$ cat src/rtl/rom_read_arbiter.sv
// Round-robin arbiter sharing one async-read ROM port among NUM_REQ requesters; build option ROM_ARB_FIXED_PRIO_EN selects fixed priority.
// Latency: request seen -> grant+ROM read next cycle -> registered response the cycle after (2 cycles); one read per 2 cycles peak.
// Backpressure: response held stable until rsp_ready; no new arbitration while a response is pending.
module rom_read_arbiter #(
    parameter int NUM_REQ = 4,
    parameter int ADDR_W  = 8,
    parameter int DATA_W  = 8,
    parameter int ID_W    = 2
) (
    input  logic                      clk,
    input  logic                      reset,
    input  logic [NUM_REQ-1:0]        req,
    input  logic [NUM_REQ*ADDR_W-1:0] req_addr,
    output logic [NUM_REQ-1:0]        grant,
    output logic [ADDR_W-1:0]         rom_addr,
    output logic                      rom_ce,
    output logic                      rom_read_en,
    input  logic [DATA_W-1:0]         rom_data,
    output logic                      rsp_valid,
    input  logic                      rsp_ready,
    output logic [DATA_W-1:0]         rsp_data,
    output logic [ID_W-1:0]           rsp_id
);

    typedef enum logic [1:0] {IDLE, READ, RESP} state_t;

    state_t             state, state_nxt;
    logic               arb_en, arb_fire;
    logic               lo_found;
    logic [ID_W-1:0]    lo_idx, win_idx, cur_id;
    logic [ADDR_W-1:0]  win_addr;
`ifndef ROM_ARB_FIXED_PRIO_EN
    logic [ID_W-1:0]    last;
    logic [ID_W-1:0]    hi_idx;
    logic               hi_found;
`endif

    // lo_idx is the lowest requesting index; hi_idx the lowest one above the last winner.
    always_comb begin
        lo_idx   = '0;
        lo_found = 1'b0;
        for (int i = NUM_REQ - 1; i >= 0; i--) begin
            if (req[i]) begin
                lo_idx   = ID_W'(i);
                lo_found = 1'b1;
            end
        end
`ifdef ROM_ARB_FIXED_PRIO_EN
        win_idx = lo_idx;
`else
        hi_idx   = '0;
        hi_found = 1'b0;
        for (int i = NUM_REQ - 1; i >= 0; i--) begin
            if (req[i] && (ID_W'(i) > last)) begin
                hi_idx   = ID_W'(i);
                hi_found = 1'b1;
            end
        end
        win_idx = hi_found ? hi_idx : lo_idx;
`endif
        win_addr = '0;
        for (int i = 0; i < NUM_REQ; i++) begin
            if (ID_W'(i) == win_idx) begin
                win_addr = req_addr[i*ADDR_W +: ADDR_W];
            end
        end
    end

    always_comb begin
        state_nxt = state;
        arb_en    = 1'b0;
        case (state)
            IDLE: begin
                arb_en = 1'b1;
                if (lo_found) state_nxt = READ;
            end
            READ: state_nxt = RESP;
            RESP: begin
                if (rsp_ready) begin
                    arb_en    = 1'b1;
                    state_nxt = lo_found ? READ : IDLE;
                end
            end
            default: state_nxt = IDLE;
        endcase
        arb_fire = arb_en && lo_found;
    end

    always_ff @(posedge clk) begin
        if (reset) begin
            state <= IDLE;
        end else begin
            state <= state_nxt;
        end
    end

    always_ff @(posedge clk) begin
        if (reset) begin
            grant       <= '0;
            rom_addr    <= '0;
            rom_ce      <= 1'b0;
            rom_read_en <= 1'b0;
            rsp_valid   <= 1'b0;
            rsp_data    <= '0;
            rsp_id      <= '0;
            cur_id      <= '0;
`ifndef ROM_ARB_FIXED_PRIO_EN
            last        <= ID_W'(NUM_REQ - 1);
`endif
        end else begin
            grant       <= '0;
            rom_ce      <= 1'b0;
            rom_read_en <= 1'b0;
            if (arb_fire) begin
                grant       <= {{(NUM_REQ-1){1'b0}}, 1'b1} << win_idx;
                rom_addr    <= win_addr;
                rom_ce      <= 1'b1;
                rom_read_en <= 1'b1;
                cur_id      <= win_idx;
`ifndef ROM_ARB_FIXED_PRIO_EN
                last        <= win_idx;
`endif
            end
            if (state == READ) begin
                rsp_data  <= rom_data;
                rsp_id    <= cur_id;
                rsp_valid <= 1'b1;
            end else if (state == RESP && rsp_ready) begin
                rsp_valid <= 1'b0;
            end
        end
    end

endmodule
$ cat config.mk
export PLATFORM = sky130hd
export DESIGN_NAME = rom_read_arbiter
export DESIGN_NICKNAME = d
export VERILOG_FILES = /design/src/rtl/rom_read_arbiter.sv
export SDC_FILE = /design/constraint.sdc
export NUM_CORES = 1
export LEC_CHECK = 0
export ABC_AREA = 1
export CAP_MARGIN = 20
export CORE_UTILIZATION = 44
export DETAILED_ROUTE_END_ITERATION = 16
export GPL_TIMING_DRIVEN = 0
export PLACE_DENSITY = 0.82
export SLEW_MARGIN = 20
export SYNTH_ARGS = -nofsm -noshare
export SYNTH_HDL_FRONTEND = slang
export SYNTH_SLANG_ARGS = --single-unit
$ cat constraint.sdc
create_clock -name clk -period 3.9 [get_ports clk]
set_input_delay 0.585 -clock clk [delete_from_list [all_inputs] [get_ports clk]]
set_output_delay 0.585 -clock clk [all_outputs]
set_load 0.05 [all_outputs]
==> metrics.md, run 1 <==
| Metric | Value |
|---|---|
| Outcome | finished, violations left |
| Failing checks | DRC |
| Reg2Reg Setup Slack | 2.44 ns |
| RSZ-0062 raised after global routing | false |
| Post-DRT Antenna Nets | 0 |
| Maximum clock frequency | 469 MHz |
| Final min period | 2.13 ns |
| Power Total | 0.969 mW |
| Maxcap violations | 0 |
| Worst-path clk slew | 0.08 ns |
| Die ar. | 3730 um^2 |
| DRC viols | 2 |
| Most common cell after layout, fill and taps aside | clkdlybuf4s50_1 |
| Starting Density | 46.0% |
| Final period util | 54.7% |
| WL final | 3970 um |
| Final Util | 70.6% |
| Peak supply drop | 0.000247 V |
| Vias in the first global route | 1393 |
| Int Pwr | 0.592 mW |
| Worst path slowest cell | clkdlybuf4s50_1 |
| Fin cells | 340 |
| Dpl cells | 334 |
| Mux cell area share after synthesis | 0% |
| H-tree depth | 2 |
| Syn Nets | 264 |
| Final GP Congestion | 0.803 |
| Net Sw Power | 0.377 mW |
| First-pass GRT wire length | 5950 um |
| Standard-cell rows | 21 |
| Synth Area in XOR/XNOR | 0% |
| Clk pwr share | 18.1% |
| Synth unique cells | 28 |
| Commonest non-fill, non-tap cells in the layout | 71 x clkdlybuf4s50_1, 45 x nand2_1, 44 x nor2_1 |
| Synthesized area per cell | 7.07 um^2 |
| Synth Instances | 217 |
| Slew @ Worst Pin | 0.524 ns |
| Crit-path max FO | 2 |
| Setup Fix Bufs, Post-CTS | 0 |
| Critical path class | register to output port |
| Largest family of logic cells by synthesized area | simple AND/OR/NAND/NOR gates |
| Post-CTS Hold Buffers | 0 |
| Detail Placement HPWL | 3070 um |
| Hold_ws | 0.465 ns |
| Initial antenna violation count | 0 |
| Register area | 601 um^2 |
| # diodes | 0 |
| GRT Total Usage | 22.4% |
| YS warnings | 0 |
| Post_cts resized | 0 |
| Register area share after synthesis | 39.1% |
| Initial DRC Count | 35 |
| Wire per inst | 11.7 um |
| P_leak | 1.03 nW |
| Switching part of the total | 38.9% |
| Largest net degree at the start of global routing | 11 |
| CORE AREA | 3340 um^2 |
| Die Ht | 61.1 um |
| Combinational Power Share | 44.4% |
| Critical path, cell by cell | buf_4, clkdlybuf4s50_1 |
| Sequential power share | 37.5% |
| Final setup skew | 0.00543 ns |
| Arrival time worst endpoint | 1.55 ns |
| Cell Area, Synth | 1540 um^2 |
| Complex-gate fraction of the synthesized area | 15.3% |
| Vias after detailed routing | 1578 |
| Overflow after GRT | 0 |
| Fin Setup TNS | 0 ns |
| Synth Area in Simple Gates | 36.9% |
| Pwr dens | 411 nW/um^2 |
| IO Pins | 72 |
| Critical Path RT | 3.31 ns |
| Worst hold path class | register to register |
| Crit-path max cell delay | 0.79 ns |
| Drt first pass iters | 10 |
| Final Slew Violations | 0 |
| Vias per std cell | 4.64 |
| Area of the multi-input gates | 802 um^2 |
| Synth Register Bits | 30 |
| CTS tree | yes |
| Fraction of layout instances using a drive strength above 1 | 12.6% |
| CTS Buffer Depth | 2 |
| Slew Limit Headroom | 65.0% |
| Worst skew pair latency | 0.32 ns |
| Synth Area in Adders | 0% |
| Nets | 342 |
| Chip width | 61.1 um |
| I/O Buffers | 71 |
| CTS buffer count | 5 |
| Nature of the critical path startpoint | register |
| CP Capture Type | output port |
| P&R area growth vs syn | 53.4% |
| Final hold violations | 0 |
| Final setup viols | 0 |
| CTS sink count | 30 |
| Root buf cell | clkbuf_4 |
| FILL cells | 304 |
## power by group through the flow
stage                     Clock (mW)  Combinational [mW]  Sequential (mW)
final                          0.175               0.430            0.364
after global placement             0               0.426            0.369
after detailed placement           0               0.431            0.370
after global routing           0.191               0.466            0.368
after CTS                      0.178               0.433            0.363
after floorplan                    0               0.182            0.470
## final timing paths
check | from | cells past startpoint | to
hold reg to reg | rom_addr[5] | 2 | rom_addr[5]
hold / removal | rom_addr[5] | 2 | rom_addr[5]
setup / recovery | rom_read_en | 2 | rom_read_en
setup reg to reg | last[0] | 10 | rom_addr[0]
## through the flow
stage	instance area (um^2)	setup slack (ns)
2_1_floorplan	1540	2.39
3_3_place_gp	2300	1.69
3_5_place_dp	2300	1.68
4_1_cts	2350	1.75
5_1_grt	2350	1.71
6_report	2350	1.77
## Yosys cell counts
| master | instances | area (um^2) |
|---|---|---|
| nor2_4 | 1 | 11.3 |
| o21ai_1 | 1 | 5.00 |
| o21ai_0 | 11 | 55.1 |
| a21oi_1 | 6 | 30.0 |
| nor3_1 | 4 | 20.0 |
| nor2_1 | 44 | 165 |
| a21oi_4 | 1 | 16.3 |
| inv_1 | 16 | 60.1 |
| nand3_4 | 1 | 17.5 |
| nand2_1 | 45 | 169 |
| nand3_1 | 18 | 90.1 |
| o211ai_1 | 1 | 7.51 |
| dfxtp_1 | 30 | 601 |
| nand3_2 | 4 | 40.0 |
| a31oi_1 | 1 | 6.26 |
| nand2_2 | 4 | 25.0 |
| o21bai_1 | 5 | 37.5 |
| a211oi_1 | 1 | 7.51 |
| clkbuf_1 | 2 | 7.51 |
| a21oi_2 | 6 | 52.6 |
| nand2_4 | 2 | 22.5 |
| inv_2 | 3 | 11.3 |
| clkinv_1 | 1 | 3.75 |
| buf_6 | 2 | 22.5 |
| nor2_2 | 1 | 6.26 |
| buf_2 | 1 | 5.00 |
| buf_4 | 3 | 22.5 |
| o21ai_2 | 2 | 17.5 |
## cell families (layout without fill, tap and decap cells)
logic type,count (synthesis),count (layout)
simple gates,124,124
compound gates,35,35
flops,30,30
buf+inv,28,105
## critical path: cells and delay by family (launching register included)
| family | cells | cell delay, ns |
|---|---|---|
| buf+inv | 2 | 0.89 |
| flops | 1 | 0.33 |
## sequential cells by signal, summed over array words and instances, names as in the netlist
name / cells
rom_addr: 8
rsp_data: 8
grant: 4
cur_id: 2
last: 2
rsp_id: 2
state: 2
rom_read_en: 1
rsp_valid: 1
## routing by layer
metal	global-route usage, %	up-vias	routed length, um
met2	39.4	51	1940
met5	0	-	0
met4	5.84	0	44
li1	-	850	-
met1	24.5	672	1690
met3	9.87	5	299
## cell type report
class	instances	area share, %
clock buffers	6	2.18
repair buffers	71	30.2
well taps	46	2.44
inverters	20	3.19
multi-input cells	159	34.1
plain buffers	8	2.44
flip-flops and latches	30	25.5
Power figures use the tool's default switching activity.
==> run 2, diff against run 1 <==
Settings changed: CORE_UTILIZATION 44 to 37, PLACE_DENSITY 0.82 to 0.73.
Clock period 3.9 ns to 1.9 ns, I/O delays scaled along.
==> metrics.md, run 2 (synthesized netlist as in run 1, its figures left out) <==
| Metric | Value |
|---|---|
| H-tree depth | 2 (unchanged) |
| Critical Path RT | 1.62 ns (-1.69 ns) |
| Slew Limit Headroom | 65.4% (+0.42 points) |
| Vias per std cell | 4.72 (+1.8%) |
| P_leak | 1.04 nW (+1.3%) |
| GRT Total Usage | 18.3% (-4.1 points) |
| WL final | 3900 um (-1.7%) |
| Setup Fix Bufs, Post-CTS | 0 (unchanged) |
| Final Slew Violations | 0 (unchanged) |
| Root buf cell | clkbuf_8 |
| Nature of the critical path startpoint | register |
| Worst-path clk slew | 0.06 ns (-0.02 ns) |
| Post_cts resized | 0 (unchanged) |
| Largest net degree at the start of global routing | 11 (unchanged) |
| Initial antenna violation count | 0 (unchanged) |
| Worst hold path class | register to register |
| Largest registers | rom_addr x8, rsp_data x8, grant x4 |
| Critical path, cell by cell | buf_4, clkdlybuf4s50_1 |
| Fin Setup TNS | 0 ns (unchanged) |
| Overflow after GRT | 0 (unchanged) |
| Critical path class | register to output port |
| I/O Buffers | 71 (unchanged) |
| CTS tree | yes |
| Die ar. | 4410 um^2 (+18%) |
| Worst skew pair latency | 0.27 ns (-0.05 ns) |
| Detail Placement HPWL | 3050 um (-0.57%) |
| Final hold violations | 0 (unchanged) |
| Slew @ Worst Pin | 0.517 ns (-0.00627 ns) |
| Final Util | 59.7% (-11 points) |
| Starting Density | 38.4% (-7.6 points) |
| Crit-path max FO | 2 (unchanged) |
| Worst path slowest cell | clkdlybuf4s50_1 |
| Initial DRC Count | 69 (+97%) |
| Hold Startpoint | cur_id[1] |
| FILL cells | 378 (+24%) |
| Post-CTS Hold Buffers | 0 (unchanged) |
| Arrival time worst endpoint | 1.47 ns (-0.08 ns) |
| Post-DRT Antenna Nets | 0 (unchanged) |
| P&R area growth vs syn | 55.5% |
| Final period util | 92.6% |
| Fin worst setup slack | 0.140 ns (-1.63 ns) |
| CTS Buffer Depth | 2 (unchanged) |
| Wire per inst | 11.3 um (-3.1%) |
| Fraction of layout instances using a drive strength above 1 | 12.9% (+0.30 points) |
| Most common cell after layout, fill and taps aside | clkdlybuf4s50_1 |
| Final min period | 1.76 ns |
| IO Pins | 72 (unchanged) |
| CP startpoint | rom_read_en |
| Placement Setup Slack | -0.0443 ns (-1.72 ns) |
| Worst r2r src | last[0] |
| Hold_ws | 0.471 ns (+0.00566 ns) |
| CORE AREA | 4000 um^2 (+20%) |
| Final GP Congestion | 0.806 (+0.36%) |
| CTS buffer count | 5 (unchanged) |
| CP Capture Type | output port |
| Drt first pass iters | 4 (-6) |
| Crit-path max cell delay | 0.78 ns (about the same) |
| Chip width | 66.4 um (+8.8%) |
| Die Ht | 66.4 um (+8.8%) |
| Final setup viols | 0 (unchanged) |
| Maximum clock frequency | 568 MHz |
| Final setup skew | 0.00438 ns (-0.00104 ns) |
| Pwr dens | 879 nW/um^2 (+110%) |
| # diodes | 0 (unchanged) |
| Area of the multi-input gates | 802 um^2 (unchanged) |
| Commonest non-fill, non-tap cells in the layout | 71 x clkdlybuf4s50_1, 45 x nand2_1, 44 x nor2_1 |
| Nets | 342 (unchanged) |
| Vias in the first global route | 1392 (-0.072%) |
| Register area | 601 um^2 (unchanged) |
| Standard-cell rows | 23 (+9.5%) |
| Vias after detailed routing | 1630 (+3.3%) |
| Final instance area | 2390 um^2 (+1.4%) |
| Peak supply drop | 0.000378 V (+53%) |
| Area after DPL | 2310 um^2 (+0.22%) |
| DRC viols | 0 (-2) |
| Maxcap violations | 0 (unchanged) |
| Outcome | finished, final reports clean |
| First-pass GRT wire length | 6090 um (+2.4%) |
| RSZ-0062 raised after global routing | false |
| CTS sink count | 30 (unchanged) |
run 2: changes by cell type in the layout (fill, tap and decap cells not counted):
cell	change
clkbuf_8	+4
clkinv_2	+2
clkbuf_4	-5
run 2: path summary, 6_finish.rpt:
check             slack (ns)     endpoint  cells after the start
setup reg to reg        0.45  rom_addr[3]                      9
setup / recovery        0.14  rom_read_en                      2
hold / removal          0.47    cur_id[1]                      2
hold reg to reg         0.47    cur_id[1]                      2
run 2: power by group:
group,switching (mW),internal [mW]
Clock,0.222,0.245
Sequential,0.0414,0.706
Combinational,0.541,0.344
Total,0.804,1.30
run 2: layout make-up:
class                      count  area share (%)
inverter                      20            3.14
sequential                    30            25.2
timing repair buffer          71            29.8
clock buffer                   5            2.88
multi-input combinational    159            33.6
clock inverter                 2           0.419
buffer                         8            2.41
tap                           50            2.62
run 2: through the flow:
stage               cells  power (mW)
detailed placement    338        1.65
CTS                   345        2.11
finish                345        2.10
global placement      338        1.64
floorplan             217        1.34
global route          345        2.23
run 2: routing by layer:
| metal | wire length (um) | share of wire [%] | global-route usage [%] |
|---|---|---|---|
| met5 | 0 | 0 | 0 |
| met4 | 16 | 0.41 | 2.39 |
| met3 | 349 | 9.0 | 6.55 |
| met2 | 1840 | 47 | 31.0 |
| met1 | 1690 | 43 | 22.6 |
run 2: critical path, delay by kind of cell (launching register included):
| kind | cells | cell delay, ns |
|---|---|---|
| flops | 1 | 0.33 |
| buf+inv | 2 | 0.88 |
